## src/rtl/tap_ir_unit.sv

```systemverilog
// rtl/tap_ir_unit.sv - JTAG IR shift/hold stages with registered decode; TAP_IDCODE_EN adds IDCODE.
module tap_ir_unit #(
    parameter int                  IR_WIDTH        = 4,
    parameter logic [IR_WIDTH-1:0] EXTEST_OP       = IR_WIDTH'(0),
    parameter logic [IR_WIDTH-1:0] SAMPLE_OP       = IR_WIDTH'(1),
    parameter logic [IR_WIDTH-1:0] PRELOAD_OP      = IR_WIDTH'(2),
    parameter logic [IR_WIDTH-1:0] LOAD_PROGRAM_OP = IR_WIDTH'(3),
    parameter logic [IR_WIDTH-1:0] IDCODE_OP       = IR_WIDTH'(4)
) (
    input  logic                clk_i,
    input  logic                rst_i,
    input  logic                testLogicReset_i,
    input  logic                captureIr_i,
    input  logic                shiftIr_i,
    input  logic                updateIr_i,
    input  logic                tdi_i,
    output logic                irTdo_o,
    output logic [IR_WIDTH-1:0] irInstruction_o,
    output logic                scanEnable_o,
    output logic                bypassEnable_o,
    output logic [1:0]          mux_o,
    output logic                extest_mode_o,
    output logic                sample_mode_o,
    output logic                preload_mode_o,
    output logic                loadProgram_mode_o,
    output logic                idcode_mode_o,
    output logic                unknownInstr_o,
    output logic                instrChanged_o
);

    localparam logic [IR_WIDTH-1:0] BYPASS_OP = '1;
`ifdef TAP_IDCODE_EN
    localparam logic [IR_WIDTH-1:0] RESET_OP = IDCODE_OP;
`else
    localparam logic [IR_WIDTH-1:0] RESET_OP = BYPASS_OP;
`endif

    localparam bit OPS_DISTINCT =
        (EXTEST_OP != SAMPLE_OP)        && (EXTEST_OP != PRELOAD_OP)     &&
        (EXTEST_OP != LOAD_PROGRAM_OP)  && (EXTEST_OP != IDCODE_OP)      &&
        (SAMPLE_OP != PRELOAD_OP)       && (SAMPLE_OP != LOAD_PROGRAM_OP) &&
        (SAMPLE_OP != IDCODE_OP)        && (PRELOAD_OP != LOAD_PROGRAM_OP) &&
        (PRELOAD_OP != IDCODE_OP)       && (LOAD_PROGRAM_OP != IDCODE_OP);
    localparam bit OPS_NOT_BYPASS =
        (EXTEST_OP != BYPASS_OP) && (SAMPLE_OP != BYPASS_OP) &&
        (PRELOAD_OP != BYPASS_OP) && (LOAD_PROGRAM_OP != BYPASS_OP) &&
        (IDCODE_OP != BYPASS_OP);

    generate
        if (IR_WIDTH < 2 || IR_WIDTH > 8) begin : g_bad_width
            $error("tap_ir_unit: IR_WIDTH must be in 2..8");
        end
        if (!OPS_DISTINCT || !OPS_NOT_BYPASS) begin : g_bad_opcodes
            $error("tap_ir_unit: opcodes must be distinct and not all-ones");
        end
    endgenerate

    logic [IR_WIDTH-1:0] sr, sr_next;
    logic [IR_WIDTH-1:0] ir, ir_next;
    logic                chg_next;

    logic       d_scan, d_bypass, d_ext, d_samp, d_pre, d_lp, d_idc, d_unk;
    logic [1:0] d_mux;

    always_comb begin
        sr_next = sr;
        if (rst_i || testLogicReset_i) begin
            sr_next = '1;
        end else if (captureIr_i) begin
            sr_next = IR_WIDTH'(2'b01);
        end else if (shiftIr_i) begin
            sr_next = {tdi_i, sr[IR_WIDTH-1:1]};
        end
    end

    // Pulse on real value changes only; rst_i itself keeps the pulse low.
    always_comb begin
        ir_next  = ir;
        chg_next = 1'b0;
        if (rst_i) begin
            ir_next = RESET_OP;
        end else if (testLogicReset_i) begin
            ir_next  = RESET_OP;
            chg_next = (ir != RESET_OP);
        end else if (updateIr_i) begin
            ir_next  = sr;
            chg_next = (sr != ir);
        end
    end

    // Decoding ir_next lets every control flop switch on the same edge as ir.
    always_comb begin
        d_scan   = 1'b0;
        d_bypass = 1'b0;
        d_mux    = 2'b11;
        d_ext    = 1'b0;
        d_samp   = 1'b0;
        d_pre    = 1'b0;
        d_lp     = 1'b0;
        d_idc    = 1'b0;
        d_unk    = 1'b0;
        case (ir_next)
            EXTEST_OP: begin
                d_scan = 1'b1;
                d_mux  = 2'b01;
                d_ext  = 1'b1;
            end
            SAMPLE_OP: begin
                d_scan = 1'b1;
                d_mux  = 2'b01;
                d_samp = 1'b1;
            end
            PRELOAD_OP: begin
                d_scan = 1'b1;
                d_mux  = 2'b01;
                d_pre  = 1'b1;
            end
            LOAD_PROGRAM_OP: begin
                d_scan = 1'b1;
                d_mux  = 2'b01;
                d_lp   = 1'b1;
            end
`ifdef TAP_IDCODE_EN
            IDCODE_OP: begin
                d_mux = 2'b10;
                d_idc = 1'b1;
            end
`endif
            BYPASS_OP: begin
                d_bypass = 1'b1;
            end
            default: begin
                d_bypass = 1'b1;
                d_unk    = 1'b1;
            end
        endcase
    end

    always_ff @(posedge clk_i) begin
        if (rst_i) begin
            sr             <= '1;
            ir             <= RESET_OP;
            instrChanged_o <= 1'b0;
        end else begin
            sr             <= sr_next;
            ir             <= ir_next;
            instrChanged_o <= chg_next;
        end
        scanEnable_o       <= d_scan;
        bypassEnable_o     <= d_bypass;
        mux_o              <= d_mux;
        extest_mode_o      <= d_ext;
        sample_mode_o      <= d_samp;
        preload_mode_o     <= d_pre;
        loadProgram_mode_o <= d_lp;
        idcode_mode_o      <= d_idc;
        unknownInstr_o     <= d_unk;
    end

    assign irTdo_o         = sr[0];
    assign irInstruction_o = ir;

endmodule

```

## config.mk

```make
export PLATFORM = sky130hd
export DESIGN_NAME = tap_ir_unit
export DESIGN_NICKNAME = d
export VERILOG_FILES = /design/src/rtl/tap_ir_unit.sv
export SDC_FILE = /design/constraint.sdc
export NUM_CORES = 1
export LEC_CHECK = 0
export CORE_MARGIN = 2
export CORE_UTILIZATION = 45
export DETAILED_ROUTE_END_ITERATION = 10
export PLACE_DENSITY = 0.92
export REMOVE_ABC_BUFFERS = 1
export SETUP_SLACK_MARGIN = 0.2
export SYNTH_ARGS = -nofsm -noshare
export SYNTH_HDL_FRONTEND = slang
export SYNTH_SLANG_ARGS = --single-unit
```

## constraint.sdc

```tcl
create_clock -name clk_i -period 2.18 [get_ports clk_i]
set_input_delay 0.327 -clock clk_i [delete_from_list [all_inputs] [get_ports clk_i]]
set_output_delay 0.327 -clock clk_i [all_outputs]
set_load 0.01 [all_outputs]
```

# Word-level counts from Yosys, hierarchy flattened
# Index checks and enable logic that the tools add are counted.
[totals]
romBits = 0
n_memories = 0
latch_bits = 0
ram_bits = 0
wordCells = 40
register_bits = 18
output_inout_bits = 16
[op_classes]
eq_ne = 6
magnitude_cmp = 0
shifts = 0
addsub = 0
n_bitwise = 0
reduce_logical = 7
mul = 0
div = 0
n_mux = 15
[ops]
columns = ["op", "count"]
rows = [
  ["$mux 4", 5],
  ["$mux 1", 9],
  ["$eq 4x2->1 const B", 2],
  ["$reduce_or 5->1", 1],
  ["$eq 4x1->1 const B", 1],
  ["$eq 4x4->1 const B", 1],
  ["$logic_not 4->1", 1],
  ["$ne 4x4->1", 1],
  ["$ne 4x4->1 const B", 1],
  ["$reduce_or 4->1", 1],
  ["$reduce_or 3->1", 1],
  ["$mux 2", 1],
  ["$reduce_bool 2->1", 1],
  ["$reduce_or 2->1", 1],
  ["$logic_or 1x1->1", 1],
]

# Depth between registers and ports, before layout
[depth]
word_depth = 6
ltp_mapped = 5

# Worst setup path after synthesis
# Ideal clock, no wire load.
[synth_timing]
path_kind = "input port to flip-flop"
from = "input port updateIr_i"
to = "register loadProgram_mode_o"
t_required_ps = 2120
stages = 5
setup_time_ps = 60
setup_slack_ps = 1113
arrival_ps = 1007
path_cell_list = "buf_6 -> mux2i_2 -> nand3_4 -> inv_2 -> and3_1"
[synth_via]
elab_chain_len = 5
[synth_rtl]
columns = ["item", "line", "rtl"]
rows = [
  ["from (decl)", "15", "input logic updateIr_i,"],
  ["$mux 4", "85", "end else if (updateIr_i) begin"],
  ["$mux 4", "82", "end else if (testLogicReset_i) begin"],
  ["$mux 4", "80", "if (rst_i) begin"],
  ["$eq 4x2->1", "102", "case (ir_next)"],
  ["$mux 1", "102", ""],
  ["via d_lp", "62", "logic d_scan, d_bypass, d_ext, d_samp, d_pre, d_lp, d_idc, d_unk;"],
  ["to (signal assigned)", "155", "loadProgram_mode_o <= d_lp;"],
  ["to (decl)", "25", "output logic loadProgram_mode_o,"],
]
# The timed path passes the listed nets, and every way through them passes these cells.
# A chain may end at the register's enable or synchronous reset.

# Worst setup path in the final report
[layout_timing]
from = "register ir[2] (netlist: irInstruction_o[2])"
to = "output port irInstruction_o[2]"
[layout_rtl]
columns = ["item", "line", "rtl"]
rows = [
  ["from (decl)", "59", "logic [IR_WIDTH-1:0] ir, ir_next;"],
  ["from (signal assigned)", "146", "ir <= ir_next;"],
  ["to (decl)", "18", "output logic [IR_WIDTH-1:0] irInstruction_o,"],
]
# No word-level cell between the ends.

==> reports/qor.yml <==
critical_path:
  r2r-end: "instrChanged_o"
  r2r_slack_ps: 1040
  startpoint_type: "flop"
  critical_path_class: "reg -> out"
  critPathMaxFanout: 4
  cp_cell_sequence: "clkdlybuf4s50_1"
  max_stage_delay_ps: 570
  crit_family: "buffers and inverters"
  cp.arrival_ps: 1290
  rr_worst_depth: 3
  critPathRequiredTime_ps: 1850
  r2r-start: "sr[1]"
  cp_num_buf_inv: 1
  slowest_stage: "clkdlybuf4s50_1"
  end_kind: "output port"
sta:
  rsz0062_at_grt: "false"
  setup_viol: 0
  fin_setup_tns_ps: 0
  post-route-min-period_ps: 1620
  clock_skew_ps: 5.89
  fmax_mhz: 618
  slew_violations: 0
  finalHoldViolations: 0
  finalCritPeriodShare_pct: 74.2
  fin_ws_ps: 562
clocking:
  cts_max_path_buffers: 2
  cts_setup_buffers: 0
  h-tree-depth: 1
  clk_latency_ps: 290
  cts_buffers: 3
  cts_root_buffer: "clkbuf_4"
  post_cts_resized: 0
  clock-sinks: 16
  clkSlewWorstSetupHoldPaths_ps: 100
  cts_tree: "built"
  holdBufCountCts: 0
min_path:
  hold-path-endpoint: "sr[0]"
  hp-start: "sr[0]"
  worstHoldPathType: "reg -> reg"
  hold_path_depth: 2
global_route:
  first_global_vias: 475
  grt_use_met3_pct: 7.39
  grt_use_met1_pct: 18.2
  gr-usage-all-layers_pct: 15.7
  overflow: 0
  grt_first_pass_wirelength_um: 2080
  antenna_found_initial: 0
  grtUsageMet2_pct: 25.9
  busiest_layer: "met2"
  grt_max_degree: 10
logic_synthesis:
  synth_edf_count: 0
  syn_avg_cell_area_um2: 11.3
  synth_cells: 56
  netlist_top_cells_area: "dfxtp_1 51%, mux2i_1 9.5%, xor2_1 5.5%"
  ys_seq_elements: 16
  synth_common_cells: "16 x dfxtp_1, 6 x mux2i_1, 5 x nand2_1"
  synth-seq-area-share_pct: 50.7
  netlist_area_um2: 632
  yosysWarnings: 0
  yosys.area.top_type: "dfxtp_1"
  synth_flop_cell: "dfxtp_1"
  post-synth-top-count-cell: "dfxtp_1"
  synth.top_cell.area_share_pct: 50.7
  async_reset_ff_share_pct: 0
  synth.distinct_cells: 22
finish:
  layoutNonFillerInstCount: 90
  final_util_pct: 65.3
  final_layout_size_suffix_gt1_share_pct: 12.0
  nFillCells: 107
  nets: 83
  num_antenna_cells: 0
  synthToLayoutAreaGrowth_pct: 34.5
floorplanning:
  die_w_um: 41.5
  die-height_um: 41.5
  start_util_pct: 48.6
  io_pins: 23
  dieArea_um2: 1720
  rows: 13
  core_area_um2: 1300
placement:
  gp_congestion: 0.714
  dp_hpwl_um: 912
  port_buffers: 20
  place_ws_ps: 466
  dp.cells: 86
drt:
  drt-total-wl_um: 1230
  drtIter0Drc: 4
  ant_nets: 0
  vias_per_cell: 5.04
  first_pass_iters: 2
  vias: 454
  remaining_drc_errors: 0
  wl_per_cell_um: 13.7
status:
  status: "finished, final reports clean"
power_and_ir_drop:
  cellLeakagePower_nw: 0.338
  powerDensity_nw_per_um2: 646
  irDropWorstVdd_v: 0.000323
job:
  maxCapViolations: 0
## how the worst max path moves through the flow
stage / start / to / slack (ps) / cells after the start
finish: irInstruction_o[2] / irInstruction_o[2] / 560 / 1
global route: irInstruction_o[2] / irInstruction_o[2] / 500 / 1
CTS: irInstruction_o[2] / irInstruction_o[2] / 550 / 1
detailed placement: updateIr_i / loadProgram_mode_o / 470 / 5
global placement: updateIr_i / sample_mode_o / 490 / 4
floorplan: sr[0] / instrChanged_o / 1120 / 3
## cell usage in the layout (no fill, tap or decap)
master and count:
clkbuf_4 3, nor2b_1 1, o41ai_1 1, mux2i_2 2, nand4_1 1, nor3b_1 2, inv_2 1, dfxtp_1 16
and3_1 1, conb_1 2, clkbuf_8 1, nor3_1 1, nand3b_1 1, mux2i_1 6, nand2_1 5, o21ai_0 3
clkdlybuf4s50_1 20, xor2_1 4, a21oi_1 1, nand3_4 1, a41oi_1 1, nor2_8 1
## cells by family after synthesis
| kind of cell | count (synthesis) | share of synthesized area (%) |
|---|---|---|
| xor+xnor | 4 | 5.54 |
| other cells | 2 | 1.19 |
| buf+inv | 6 | 6.53 |
| mux | 8 | 13.9 |
| compound gates | 6 | 5.94 |
| simple gates | 14 | 16.2 |
| flops | 16 | 50.7 |
## worst reg2reg max path, cell delays in order (launching register included)
cell,delay [ps]
dfxtp_1,360
xor2_1,170
o41ai_1,390
a21oi_1,110
## power by group
group	switching [mW]	internal [mW]
registers	0.00592	0.298
clock network	0.0951	0.102
logic	0.0216	0.0266
## per-layer routing
layer | up-vias | part of all wire [%]
met5 | - | 0
met1 | 213 | 47
li1 | 226 | -
met2 | 15 | 48
met3 | 0 | 5.3
met4 | 0 | 0
## state kept, by name (all words and copies together) (netlist names)
signal and count:
loadProgram_mode_o 1, irInstruction_o 4, unknownInstr_o 1, sr 4
mux_o 1, extest_mode_o 1, instrChanged_o 1, preload_mode_o 1
scanEnable_o 1, sample_mode_o 1
## through the flow
| step | cell area [um^2] | power, mW | hold WS (ps) |
|---|---|---|---|
| 2_1_floorplan | 594 | 0.332 | 396 |
| 6_report | 850 | 0.549 | 602 |
| 4_1_cts | 850 | 0.554 | 601 |
| 3_3_place_gp | 813 | 0.357 | 565 |
| 5_1_grt | 850 | 0.571 | 630 |
| 3_5_place_dp | 813 | 0.359 | 576 |
## area by class of cell
cell class | instances | area [um^2] | share of cell area (%)
clock buffers | 4 | 36.3 | 4.27
inverters | 1 | 3.75 | 0.442
multi-input cells | 34 | 270 | 31.8
flip-flops and latches | 16 | 320 | 37.7
well taps | 15 | 18.8 | 2.21
repair buffers | 20 | 200 | 23.6
Note: power is estimated with default switching activity, not from simulation.
